File: src/rtl/booth_product_accumulator.sv
// Booth product accumulator: sums groups of up to N_TERMS signed products into a
// saturating AW-bit result, handed off over a valid/ready output port.
module booth_product_accumulator #(
  parameter int unsigned PW      = 8,
  parameter int unsigned AW      = 16,
  parameter int unsigned N_TERMS = 4
) (
  input  logic                          clk,
  input  logic                          reset,
  input  logic                          in_valid,
  output logic                          in_ready,
  input  logic [PW-1:0]                 in_product,
  input  logic                          in_last,
  output logic                          out_valid,
  input  logic                          out_ready,
  output logic [AW-1:0]                 out_sum,
  output logic [$clog2(N_TERMS+1)-1:0]  out_count,
  output logic                          out_ovf
);

  localparam int unsigned CW = $clog2(N_TERMS + 1);

  typedef enum logic {
    ACCUM = 1'b0,
    HOLD  = 1'b1
  } state_t;

  state_t               state;
  state_t               state_next;

  logic signed [AW-1:0] acc;
  logic [CW-1:0]        cnt;
  logic                 ovf;

  logic                 accept;
  logic                 consume;
  logic                 close;
  logic signed [AW:0]   sum_wide;
  logic                 ovf_add;
  logic signed [AW-1:0] sat_sum;
  logic [CW-1:0]        cnt_inc;
  logic                 ovf_next;

  // Handshakes are qualified by state only, so nothing depends on the
  // upstream/downstream valid/ready combinationally beyond these gates.
  assign accept  = in_valid  && (state == ACCUM);
  assign consume = out_ready && (state == HOLD);

  // One guard bit is enough to detect overflow of acc + product since AW >= PW.
  assign sum_wide = (AW+1)'(acc) + (AW+1)'($signed(in_product));
  assign ovf_add  = sum_wide[AW] ^ sum_wide[AW-1];

  always_comb begin
    sat_sum = sum_wide[AW-1:0];
    if (ovf_add) begin
      if (sum_wide[AW]) begin
        sat_sum = {1'b1, {(AW-1){1'b0}}};
      end else begin
        sat_sum = {1'b0, {(AW-1){1'b1}}};
      end
    end
  end

  assign cnt_inc  = cnt + CW'(1);
  assign ovf_next = ovf | ovf_add;
  assign close    = accept && ((cnt_inc == CW'(N_TERMS)) || in_last);

  // State register.
  always_ff @(posedge clk) begin
    if (reset) begin
      state <= ACCUM;
    end else begin
      state <= state_next;
    end
  end

  // Next-state logic.
  always_comb begin
    state_next = state;
    unique case (state)
      ACCUM: if (close)   state_next = HOLD;
      HOLD:  if (consume) state_next = ACCUM;
      default:            state_next = ACCUM;
    endcase
  end

  // Handshake outputs decoded from the state register.
  always_comb begin
    in_ready  = 1'b0;
    out_valid = 1'b0;
    unique case (state)
      ACCUM:   in_ready  = 1'b1;
      HOLD:    out_valid = 1'b1;
      default: in_ready  = 1'b0;
    endcase
  end

  // Running group state and the captured result; the result registers are
  // only rewritten when a group closes, so they survive the consume.
  always_ff @(posedge clk) begin
    if (reset) begin
      acc       <= '0;
      cnt       <= '0;
      ovf       <= 1'b0;
      out_sum   <= '0;
      out_count <= '0;
      out_ovf   <= 1'b0;
    end else if (accept) begin
      acc <= sat_sum;
      cnt <= cnt_inc;
      ovf <= ovf_next;
      if (close) begin
        out_sum   <= sat_sum;
        out_count <= cnt_inc;
        out_ovf   <= ovf_next;
      end
    end else if (consume) begin
      acc <= '0;
      cnt <= '0;
      ovf <= 1'b0;
    end
  end

endmodule
File: config.mk
export PLATFORM = sky130hd
export DESIGN_NAME = booth_product_accumulator
export DESIGN_NICKNAME = d
export VERILOG_FILES = /design/src/rtl/booth_product_accumulator.sv
export SDC_FILE = /design/constraint.sdc
export NUM_CORES = 1
export LEC_CHECK = 0
export BUFFER_PORTS_ARGS = -buffer_cell sky130_fd_sc_hd__buf_2
export CORE_UTILIZATION = 63
export CTS_BUF_LIST = sky130_fd_sc_hd__clkbuf_8
export CTS_CLUSTER_DIAMETER = 80
export DETAILED_ROUTE_END_ITERATION = 8
export PLACE_DENSITY = 0.87
export SLEW_MARGIN = 20
export SYNTH_ARGS = -nofsm -noshare
export SYNTH_HDL_FRONTEND = slang
export SYNTH_SLANG_ARGS = --single-unit
File: constraint.sdc
create_clock -name clk -period 4.4 [get_ports clk]
set_clock_uncertainty 0.1 [all_clocks]
set_input_delay 0 -clock clk [delete_from_list [all_inputs] [get_ports clk]]
set_output_delay 0 -clock clk [all_outputs]
set_load 0.1 [all_outputs]
==> metrics.md <==
| Metric | Value |
|---|---|
| Layout fillers | between 200 and 300 |
| First-pass iteration count of the detailed router | 4 |
| Total Routing Usage GR | between 20 and 30% |
| Ports | 35 |
| Later-pin clock latency in the skew report | around 0.29 ns |
| Die area | 3950 sq um |
| Core Box Area | 3440 sq um |
| P_leak | about 1.2 nW |
| Mapped Cells | 280 |
| Max-slew headroom | 24.4% |
| Tmin final | 3.30 ns |
| Ys async rst share | 0% |
| GP Congestion | 0.859 |
| Mean Syn Cell Area | between 8 and 9 sq um |
| Setup crit start kind | flop |
| Worst r2r src | acc[0]$_SDFFE_PP0P_ |
| Multi-input logic area | 1440 sq um |
| Reg2reg end | acc[2]$_SDFFE_PP0P_ |
| Post-CTS Setup Inserts | 0 |
| Pin count of the biggest net entering global routing | 24 |
| Worst setup path end | acc[2]$_SDFFE_PP0P_ |
| Most frequent cells in the layout | dfxtp_1 (41), nand2_1 (39), buf_2 (34) |
| Total Power | ~1.6 mW |
| Clock-pin transition on the worst setup and hold timing paths | 0.08 ns |
| Pins Over Slew Limit | 0 |
| FF+latch count, synth | slightly above 40 |
| RSZ-0062 raised after global routing | false |
| Routed wire length | roughly 5 mm |
| CTS Root Cell | clkbuf_8 |
| Rows | 21 |
| Slew @ Worst Pin | about 1.1 ns |
| Initial antenna violation count | 0 |
| Placement Cell Area | ~2500 sq um |
| Initial cell density of the core | 67.8% |
| Most common flop cell mapped by yosys | dfxtp_1 |
| Drt drc | 0 |
| Status | finished clean |
| CP Data Required Time | 4.50 ns |
| Design area | 2650 sq um |
| DR iter-0 viols | about 170 |
| CTS buffer count | 5 |
| Global route overflow | 0 |
| Crit-path max FO | 22 |
| CP startpoint | acc[0]$_SDFFE_PP0P_ |
| CTS H-Tree Depth | 2 |
| HPWL after DPL | between 3 and 4 mm |
| Syn nets | about 310 |
| Hold Vio Cnt, Final | 0 |
| Max-cap violations | 0 |
| Sequential area share after synthesis | about a third |
| Longest Clk Path Bufs | 2 |
| VDD IR max | approximately 0.32 mV |
| Post-synth EDFFs | 0 |
| First-pass GRT wire length | 8.85 mm |
| Fin crit share | between 70% and 80% |
| Commonest non-fill, non-tap cell in the layout | dfxtp_1 |
| Routed len/inst | ~14 um |
| Width of the chip | about 63 um |
| FF+latch area | between 800 and 900 sq um |
| Layout cells sized above 1 | roughly 17% |
| Final ANT Viol Nets | 0 |
| Net count, final | approximately 350 |
| Vias in the first global route | between 2000 and 2500 |
| Port buffer count | 34 |
| Worst EP arrival | 3.41 ns |
| Die extent in y | 62.9 um |
| Area grow syn2layout | 13.5% |
| Clock Sinks | 41 |
| Final setup violation count | 0 |
| Min-delay worst type | in -> reg |
| Critical path class | reg -> reg |
| R2R cell count | 10 |
| Yosys warns | 0 |
| Count of cell types in the netlist | 45 |
| CTS tree | done |
| Ant diodes | 0 |
| Mapped Area | 2330 sq um |
| Routed vias/inst | between 5 and 6 |
| PD cells | between 500 and 600 nW/um^2 |
| Cts hold-fix bufs | 3 |
| Reg2reg setup slack | between 1 and 1.5 ns |
| Maximum operating frequency | roughly 0.30 GHz |
| Setup TNS | 0 ns |
| CP Capture Type | flop |
| Vias | between 2000 and 2500 |
| Gates resized, CTS repair | 0 |
## synthesized netlist by cell type, types with 5 or more instances
master	number	share of area, %
dfxtp_1	41	35
nand2_1	39	6.3
nor2_1	29	4.7
a21oi_1	23	4.9
o21ai_0	23	4.9
ha_1	18	9.6
a211oi_1	12	3.9
inv_1	9	1.4
o211ai_1	7	2.3
o21ai_1	7	1.5
xnor2_1	6	2.3
a21o_1	5	1.6
xor2_1	5	1.9
## flip-flops by register name (all words and copies together), names as in the netlist
name / flops
out_sum: 16
out_ovf: 1
state: 1
ovf: 1
acc: 16
cnt: 3
out_count: 3
## cells by family (layout without fill, tap and decap cells)
logic type / count (synthesis) / after routing / share of synthesized area (%)
AOI/OAI and AO/OA: 104 / 104 / 30.8
and+or+nand+nor: 87 / 87 / 15.8
DFF: 41 / 41 / 35.2
adders and majority gates: 20 / 20 / 11.0
buffers and inverters: 17 / 54 / 3.21
xor gates and xnor gates: 11 / 11 / 4.13
## layer usage
metal / global-route usage, % / wire, um
met4: 9.59 / 76
met3: 4.74 / 219
met1: 36.2 / 2410
met5: 0 / 0
met2: 46.2 / 2360
## power breakdown
part,total [mW],switching (mW),internal (mW)
Clock,0.250,0.126,0.124
Combinational,0.824,0.566,0.258
Sequential,0.485,0.0415,0.444
Total,1.56,0.733,0.825
## per-stage QoR
| stage | util [%] | std cells | worst slack, ns | hold WS (ns) |
|---|---|---|---|---|
| 4_1_cts | 77.0 | 363 | 1.14 | 0.00117 |
| 5_1_grt | 77.0 | 363 | 0.810 | 0.0144 |
| 3_3_place_gp | 73.5 | 353 | 1.34 | 0.237 |
| 6_report | 77.0 | 363 | 1.10 | 0.00481 |
| 3_5_place_dp | 73.5 | 353 | 1.19 | 0.252 |
| 2_1_floorplan | - | 280 | 1.62 | 0.0870 |
## worst max-delay path, stage by stage, from the launching register on
cell	delay [ns]
dfxtp_1	0.35
ha_1	0.23
inv_1	0.07
fa_1	0.41
nor2b_1	0.17
o21ba_2	0.16
o21a_1	0.18
o31ai_2	0.11
a221oi_4	0.80
o21ai_1	0.38
o21ai_0	0.26
## how the worst min path moves through the flow
stage,start,end,slack (ns),cells past startpoint
2_1_floorplan,reset,ovf$_SDFFE_PP0P_,0.09,3
3_3_place_gp,in_valid,cnt[2]$_SDFFE_PP0P_,0.24,4
3_5_place_dp,in_valid,cnt[2]$_SDFFE_PP0P_,0.25,4
4_1_cts,reset,cnt[1]$_SDFFE_PP0P_,0.001,2
5_1_grt,reset,cnt[1]$_SDFFE_PP0P_,0.01,2
6_report,reset,cnt[1]$_SDFFE_PP0P_,0.005,2
## layout make-up
cell class	instances	area share, %
sequential	41	31.0
inverter	9	1.28
timing repair buffer	38	7.84
multi-input combinational	222	54.3
clock buffer	6	3.12
tap	46	2.17
clock inverter	1	0.283
No activity file was read; power rests on OpenSTA's default activity.
